[src/rtl/mem_arbiter_pkg.sv]
// Shared types and defaults for the instruction/data memory arbiter.
// Holds the read-return FSM encoding, the read-owner encoding and parameter defaults.
package mem_arbiter_pkg;

    localparam int MAX_D_BURST_DEF = 2;
    localparam int RAM_AW_DEF      = 10;

    typedef enum logic [1:0] {
        IDLE  = 2'd0,
        RET_I = 2'd1,
        RET_D = 2'd2
    } ret_state_e;

    typedef enum logic {
        OWNER_I = 1'b0,
        OWNER_D = 1'b1
    } owner_e;

endpackage

[src/rtl/mem_byte_lane.sv]
// Byte-lane steering between the 32-bit data port and the RAM:
// store byte-enable/data replication and load lane extraction with zero extension.
module mem_byte_lane (
    input  logic        st_byte_i,
    input  logic [1:0]  st_lane_i,
    input  logic [31:0] st_data_i,
    output logic [3:0]  st_be_o,
    output logic [31:0] st_data_o,
    input  logic        ld_byte_i,
    input  logic [1:0]  ld_lane_i,
    input  logic [31:0] ld_data_i,
    output logic [31:0] ld_data_o
);

    logic [7:0] ld_sel;

    always_comb begin
        st_be_o   = st_byte_i ? (4'b0001 << st_lane_i) : 4'b1111;
        st_data_o = st_byte_i ? {4{st_data_i[7:0]}} : st_data_i;

        case (ld_lane_i)
            2'd0:    ld_sel = ld_data_i[7:0];
            2'd1:    ld_sel = ld_data_i[15:8];
            2'd2:    ld_sel = ld_data_i[23:16];
            default: ld_sel = ld_data_i[31:24];
        endcase
        ld_data_o = ld_byte_i ? {24'd0, ld_sel} : ld_data_i;
    end

endmodule

[src/rtl/mem_arbiter.sv]
// Arbitrates a fetch port and a data port onto one single-port RAM with a
// bounded data burst while fetch waits, and returns read data one cycle after grant.
module mem_arbiter
    import mem_arbiter_pkg::*;
#(
    parameter int MAX_D_BURST = MAX_D_BURST_DEF,
    parameter int RAM_AW      = RAM_AW_DEF
) (
    input  logic              CLK,
    input  logic              Reset,
    input  logic              i_req,
    input  logic [31:0]       i_addr,
    output logic              i_gnt,
    output logic              i_rvalid,
    output logic [31:0]       i_rdata,
    input  logic              d_req,
    input  logic              d_we,
    input  logic              d_byteop,
    input  logic [31:0]       d_addr,
    input  logic [31:0]       d_wdata,
    output logic              d_gnt,
    output logic              d_rvalid,
    output logic [31:0]       d_rdata,
    output logic              ram_en,
    output logic              ram_we,
    output logic [3:0]        ram_be,
    output logic [RAM_AW-1:0] ram_addr,
    output logic [31:0]       ram_wdata,
    input  logic [31:0]       ram_rdata
);

    localparam int CNT_W = (MAX_D_BURST < 1) ? 1 : $clog2(MAX_D_BURST + 1);
    localparam logic [CNT_W-1:0] CNT_MAX = CNT_W'(MAX_D_BURST);

    logic [CNT_W-1:0] burst_cnt_q, burst_cnt_d;
    ret_state_e       state_q, state_d;
    owner_e           rd_owner_q;
    logic             rd_byte_q;
    logic [1:0]       rd_lane_q;
    logic [31:0]      i_rdata_q, d_rdata_q;
    logic [3:0]       lane_be;
    logic [31:0]      lane_wdata, lane_rdata;
    logic             d_wins;
    logic             unused_addr_bits;

    assign unused_addr_bits = ^{i_addr[31:RAM_AW+2], i_addr[1:0], d_addr[31:RAM_AW+2]};

    mem_byte_lane u_lane (
        .st_byte_i (d_byteop),
        .st_lane_i (d_addr[1:0]),
        .st_data_i (d_wdata),
        .st_be_o   (lane_be),
        .st_data_o (lane_wdata),
        .ld_byte_i (rd_byte_q),
        .ld_lane_i (rd_lane_q),
        .ld_data_i (ram_rdata),
        .ld_data_o (lane_rdata)
    );

    // Data has priority until it has taken MAX_D_BURST grants in a row over a waiting fetch.
    always_comb begin
        d_wins    = i_req ? (burst_cnt_q < CNT_MAX) : 1'b1;
        d_gnt     = !Reset && d_req && d_wins;
        i_gnt     = !Reset && i_req && !d_gnt;
        ram_en    = i_gnt || d_gnt;
        ram_we    = d_gnt && d_we;
        ram_be    = ram_we ? lane_be : 4'b0000;
        ram_wdata = lane_wdata;
        ram_addr  = d_gnt ? d_addr[RAM_AW+1:2] : i_addr[RAM_AW+1:2];
    end

    always_comb begin
        burst_cnt_d = burst_cnt_q;
        if (!i_req || i_gnt) begin
            burst_cnt_d = '0;
        end else if (d_gnt && (burst_cnt_q < CNT_MAX)) begin
            burst_cnt_d = burst_cnt_q + 1'b1;
        end

        if (i_gnt) begin
            state_d = RET_I;
        end else if (d_gnt && !d_we) begin
            state_d = RET_D;
        end else begin
            state_d = IDLE;
        end
    end

    always_ff @(posedge CLK) begin
        if (Reset) begin
            burst_cnt_q <= '0;
            state_q     <= IDLE;
            rd_owner_q  <= OWNER_I;
            rd_byte_q   <= 1'b0;
            rd_lane_q   <= 2'd0;
            i_rdata_q   <= 32'd0;
            d_rdata_q   <= 32'd0;
        end else begin
            burst_cnt_q <= burst_cnt_d;
            state_q     <= state_d;
            if (i_gnt) begin
                rd_owner_q <= OWNER_I;
            end else if (d_gnt && !d_we) begin
                rd_owner_q <= OWNER_D;
                rd_byte_q  <= d_byteop;
                rd_lane_q  <= d_addr[1:0];
            end
            // Capture the returned word so each port's rdata holds between returns.
            if (state_q != IDLE && rd_owner_q == OWNER_I) begin
                i_rdata_q <= ram_rdata;
            end
            if (state_q != IDLE && rd_owner_q == OWNER_D) begin
                d_rdata_q <= lane_rdata;
            end
        end
    end

    // A reset in the return cycle drops that return.
    assign i_rvalid = (state_q == RET_I) && !Reset;
    assign d_rvalid = (state_q == RET_D) && !Reset;
    assign i_rdata  = i_rvalid ? ram_rdata : i_rdata_q;
    assign d_rdata  = d_rvalid ? lane_rdata : d_rdata_q;

endmodule

[config.mk]
export PLATFORM = sky130hd
export DESIGN_NAME = mem_arbiter
export DESIGN_NICKNAME = d
export VERILOG_FILES = /design/src/rtl/mem_arbiter_pkg.sv /design/src/rtl/mem_byte_lane.sv /design/src/rtl/mem_arbiter.sv
export SDC_FILE = /design/constraint.sdc
export NUM_CORES = 1
export LEC_CHECK = 0
export ABC_AREA = 0
export CORE_ASPECT_RATIO = 1.25
export CORE_MARGIN = 5
export CORE_UTILIZATION = 35
export DETAILED_ROUTE_END_ITERATION = 10
export MAX_ROUTING_LAYER = met4
export PLACE_DENSITY = 0.84
export SLEW_MARGIN = 15
export SYNTH_ARGS = -nofsm -noshare
export SYNTH_HDL_FRONTEND = slang
export SYNTH_HIERARCHICAL = 1
export SYNTH_SLANG_ARGS = --single-unit
export TNS_END_PERCENT = 30
[constraint.sdc]
create_clock -name CLK -period 1.3 [get_ports CLK]
set_input_delay 0.13 -clock CLK [delete_from_list [all_inputs] [get_ports CLK]]
set_output_delay 0.13 -clock CLK [all_outputs]
set_load 0.01 [all_outputs]
==> impl_table.tex <==
\begin{tabular}{lr}
\hline
Metric & Value \\
\hline
\multicolumn{2}{l}{\textbf{Run status}} \\
\quad Status & finished, violations left \\
\quad Violated checks & setup timing \\
\multicolumn{2}{l}{\textbf{Finish}} \\
\quad Share of cells above drive strength 1 & 0.402 \\
\quad Cell area after layout & 8090 um2 \\
\quad Layout Area Growth over Synthesis & 89.3\% \\
\quad Antenna cell count & 0 \\
\quad \# nets final & 927 \\
\multicolumn{2}{l}{\textbf{Timing}} \\
\quad Worst Slack Setup Final & -621 ps \\
\quad Actual transition at the worst max-transition pin & 448 ps \\
\quad Unrepaired setup endpoints after global routing & true \\
\quad Hold Fails Final Rpt & 0 \\
\quad Share of the cycle needed by the critical path after routing & 1.48 \\
\quad Final Critical Period & 1920 ps \\
\quad Setup-failing EPs final & 83 \\
\quad Pins Over Slew Limit & 0 \\
\quad Worst setup skew after layout & 8.55 ps \\
\quad Post-Route Hold Slack & 179 ps \\
\quad Fmax & 520 MHz \\
\quad Total negative slack & -38130 ps \\
\quad Relative slew slack & 0.701 \\
\multicolumn{2}{l}{\textbf{Power}} \\
\quad Sequential power share & 0.350 \\
\quad Switching power as a share of total power & 0.280 \\
\quad Leakage power total & 3.47 nW \\
\quad Worst vdd ir & 0.652 mV \\
\quad Internal power & 4.83 mW \\
\quad Gate power share & 0.299 \\
\quad Power share of the clock group & 0.352 \\
\quad Power dissipated by switching net loads & 1.87 mW \\
\quad Areal power density over the cells & 829 nW/um2 \\
\multicolumn{2}{l}{\textbf{Floorplan}} \\
\quad Area of the die & 14500 um2 \\
\quad Total number of placement rows & 45 \\
\quad Die span in x & 109 um \\
\quad I/O pin cnt & 250 \\
\quad Standard cell core area & 12000 um2 \\
\quad Initial standard-cell utilization of the core & 0.354 \\
\quad Die Ht & 133 um \\
\multicolumn{2}{l}{\textbf{CTS}} \\
\quad Maximum buffer depth of the clock tree & 2 \\
\quad CTS root buffer & sky130\_fd\_sc\_hd\_\_clkbuf\_16 \\
\quad CTS HTree Levels & 3 \\
\quad Hold bufs inserted after CTS & 0 \\
\quad Clock transition at the register clock pins on the worst setup and hold paths after CTS & 60 ps \\
\quad Clock insertion delay at the later pin of the skew report & 340 ps \\
\quad Clock buffers created by TritonCTS & 9 \\
\quad Clock sink total & 72 \\
\quad TritonCTS clock tree & built \\
\multicolumn{2}{l}{\textbf{Global route}} \\
\quad Vias in the first global route & 5244 \\
\quad Antenna violations before repair & 0 \\
\quad Largest net degree at the start of global routing & 38 \\
\quad Congestion Overflow GR & 0 \\
\quad Global-route wire length before repair & 26100 um \\
\quad GRT Resource Usage Total & 0.238 \\
\multicolumn{2}{l}{\textbf{Detailed routing}} \\
\quad Detailed-route vias per instance & 5.09 \\
\quad Wire per inst & 18.0 um \\
\quad First-pass iteration count of the detailed router & 5 \\
\quad Vias after detailed routing & 4897 \\
\quad DRC Markers & 0 \\
\quad Initial drt markers & 202 \\
\quad DRT Wirelength & 17300 um \\
\quad Post-route antenna net violation count & 0 \\
\multicolumn{2}{l}{\textbf{Logic synthesis}} \\
\quad Sequential area share after synthesis & 0.338 \\
\quad Number of nets in the synthesized netlist & 672 \\
\quad Mapped Area & 4270 um2 \\
\quad Yosys synthesis warning count & 6 \\
\quad FF+latch count, synth & 72 \\
\quad Count of distinct cell types in the synthesized netlist & 33 \\
\quad Post-synthesis instance total & 538 \\
\quad Average instance area after synthesis & 7.94 um2 \\
\multicolumn{2}{l}{\textbf{Placed design}} \\
\quad Detail Placement HPWL & 11900 um \\
\quad Buffers added on ports & 207 \\
\quad Final GP Congestion & 0.929 \\
\quad Placed cell area & 7030 um2 \\
\multicolumn{2}{l}{\textbf{Job}} \\
\quad Number of maximum-capacitance constraint violations & 0 \\
\multicolumn{2}{l}{\textbf{Worst setup path}} \\
\quad Worst setup path start & rd\_lane\_q[0] \\
\quad Startpoint Class & register \\
\quad Register-to-Register Path Depth & 7 \\
\quad R2r setup slk & -140 ps \\
\quad Worst endpoint required time & 1170 ps \\
\quad Crit path kind & register to output pin \\
\quad Critical path peak fanout & 8 \\
\quad Crit end category & output pin \\
\quad Endpoint of the most critical register-to-register path & d\_rdata\_q[1] \\
\quad Crit Reg-Reg Startpoint & rd\_lane\_q[0] \\
\quad Endpoint of the most critical setup path & d\_rdata[1] \\
\quad Arr. time, crit path & 1790 ps \\
\multicolumn{2}{l}{\textbf{Worst hold path}} \\
\quad Hold/Removal Path Class & primary input to register \\
\hline
\end{tabular}
## power by group through the flow
| stage | Combinational [mW] | Sequential [mW] | Clock [mW] |
|---|---|---|---|
| after floorplan | 0.771 | 2.38 | 0 |
| after global placement | 1.75 | 2.38 | 0 |
| after detailed placement | 1.77 | 2.39 | 0 |
| after CTS | 1.92 | 2.34 | 2.38 |
| after global routing | 2.13 | 2.35 | 2.46 |
| final | 2.00 | 2.35 | 2.36 |
## worst max-delay path, cell delays in order, from the launching register on
cell and delay, ps:
sky130_fd_sc_hd__dfxtp_2 350, sky130_fd_sc_hd__buf_12 170, sky130_fd_sc_hd__mux2i_4 280, sky130_fd_sc_hd__o2bb2ai_2 160
sky130_fd_sc_hd__a21oi_2 90, sky130_fd_sc_hd__mux2_4 270, sky130_fd_sc_hd__buf_6 130
## how the worst min path moves through the flow
stage	from	end	slack [ps]	depth (start not counted)
4_1_cts	Reset	burst_cnt_q[0]	240	3
6_report	d_addr[1]	rd_lane_q[1]	180	2
3_3_place_gp	burst_cnt_q[0]	burst_cnt_q[0]	400	1
2_1_floorplan	d_we	state_q[1]	190	1
5_1_grt	d_addr[1]	rd_lane_q[1]	210	2
3_5_place_dp	burst_cnt_q[0]	burst_cnt_q[0]	400	1
## cell usage after synthesis
master / count / area share
sky130_fd_sc_hd__o21a_2: 1 / 0.0021
sky130_fd_sc_hd__o21ba_2: 1 / 0.0023
sky130_fd_sc_hd__buf_2: 10 / 0.012
sky130_fd_sc_hd__nor4b_1: 1 / 0.0021
sky130_fd_sc_hd__and2b_1: 8 / 0.014
sky130_fd_sc_hd__nand2b_1: 1 / 0.0015
sky130_fd_sc_hd__inv_1: 30 / 0.026
sky130_fd_sc_hd__buf_4: 8 / 0.014
sky130_fd_sc_hd__nor3b_4: 2 / 0.0088
sky130_fd_sc_hd__nand2b_4: 1 / 0.0032
sky130_fd_sc_hd__o21ai_1: 1 / 0.0012
sky130_fd_sc_hd__and4b_1: 1 / 0.0023
sky130_fd_sc_hd__a31o_2: 3 / 0.0062
sky130_fd_sc_hd__o21ai_0: 28 / 0.033
sky130_fd_sc_hd__mux2i_1: 8 / 0.019
sky130_fd_sc_hd__a211oi_1: 1 / 0.0018
sky130_fd_sc_hd__and3_1: 4 / 0.0059
sky130_fd_sc_hd__buf_1: 6 / 0.0053
sky130_fd_sc_hd__clkbuf_1: 12 / 0.011
sky130_fd_sc_hd__nor2_1: 12 / 0.011
sky130_fd_sc_hd__mux2_1: 2 / 0.0053
sky130_fd_sc_hd__nor2b_1: 17 / 0.025
sky130_fd_sc_hd__o21a_1: 1 / 0.0018
sky130_fd_sc_hd__nor3b_1: 2 / 0.0035
sky130_fd_sc_hd__a311oi_1: 3 / 0.0062
sky130_fd_sc_hd__inv_2: 1 / 0.00088
sky130_fd_sc_hd__dfxtp_1: 72 / 0.34
sky130_fd_sc_hd__o2bb2ai_1: 8 / 0.016
sky130_fd_sc_hd__nand2_1: 138 / 0.12
sky130_fd_sc_hd__buf_6: 9 / 0.024
sky130_fd_sc_hd__mux2_2: 72 / 0.19
sky130_fd_sc_hd__a21oi_1: 73 / 0.086
sky130_fd_sc_hd__o21bai_1: 1 / 0.0018
## kinds of logic (layout without fill, tap and decap cells)
family	Yosys count	in the layout	share of synthesized area
simple gates	187	187	0.198
compound gates	121	121	0.158
mux	82	82	0.214
buf+inv	76	336	0.0926
flops	72	72	0.338
## cell type report
| cell class | instances | area, um2 |
|---|---|---|
| inverter | 31 | 121 |
| clock buffer | 12 | 256 |
| clock inverter | 4 | 28.8 |
| multi-input combinational | 390 | 2980 |
| sequential | 72 | 1450 |
| fill | 915 | 3960 |
| timing repair buffer | 289 | 3040 |
| tap | 164 | 205 |
## through the flow
| stage | util | worst slack, ps | power, mW | cells |
|---|---|---|---|---|
| floorplan | - | -57.2 | 3.15 | 538 |
| global route | 0.671 | -649 | 6.95 | 962 |
| global placement | 0.584 | -727 | 4.14 | 922 |
| detailed placement | 0.584 | -734 | 4.16 | 922 |
| CTS | 0.656 | -613 | 6.64 | 958 |
| finish | 0.671 | -621 | 6.70 | 962 |
## sequential cells by signal, summed over array words and instances (netlist names)
register	count
burst_cnt_q	2
rd_byte_q	1
rd_owner_q	1
rd_lane_q	2
i_rdata_q	32
state_q	2
d_rdata_q	32
## metal layers
metal	share of wire	wire (um)	GRT usage	vias up
met4	0.055	953	0.146	0
met1	0.36	6270	0.245	2297
met2	0.51	8850	0.409	232
met3	0.070	1210	0.0504	56
li1	-	-	-	2312
met5	0	0	-	-
## cells in the final DEF, fill, tap and decap left out, types with 20 or more instances in the layout
cell                                n
sky130_fd_sc_hd__o21ai_0           27
sky130_fd_sc_hd__buf_4             55
sky130_fd_sc_hd__clkdlybuf4s50_1   88
sky130_fd_sc_hd__mux2_4            74
sky130_fd_sc_hd__inv_1             30
sky130_fd_sc_hd__dlygate4sd2_1     20
sky130_fd_sc_hd__buf_6             89
sky130_fd_sc_hd__a21oi_1           54
sky130_fd_sc_hd__nand2_1          134
sky130_fd_sc_hd__dfxtp_1           68
## repair_timing
action	in CTS	in global routing
gates cloned	7	0
setup buffers	14	7
gates resized for setup	494	78
pin swaps	5	6
setup endpoints to repair	149	124
Power figures use the tool's default switching activity.
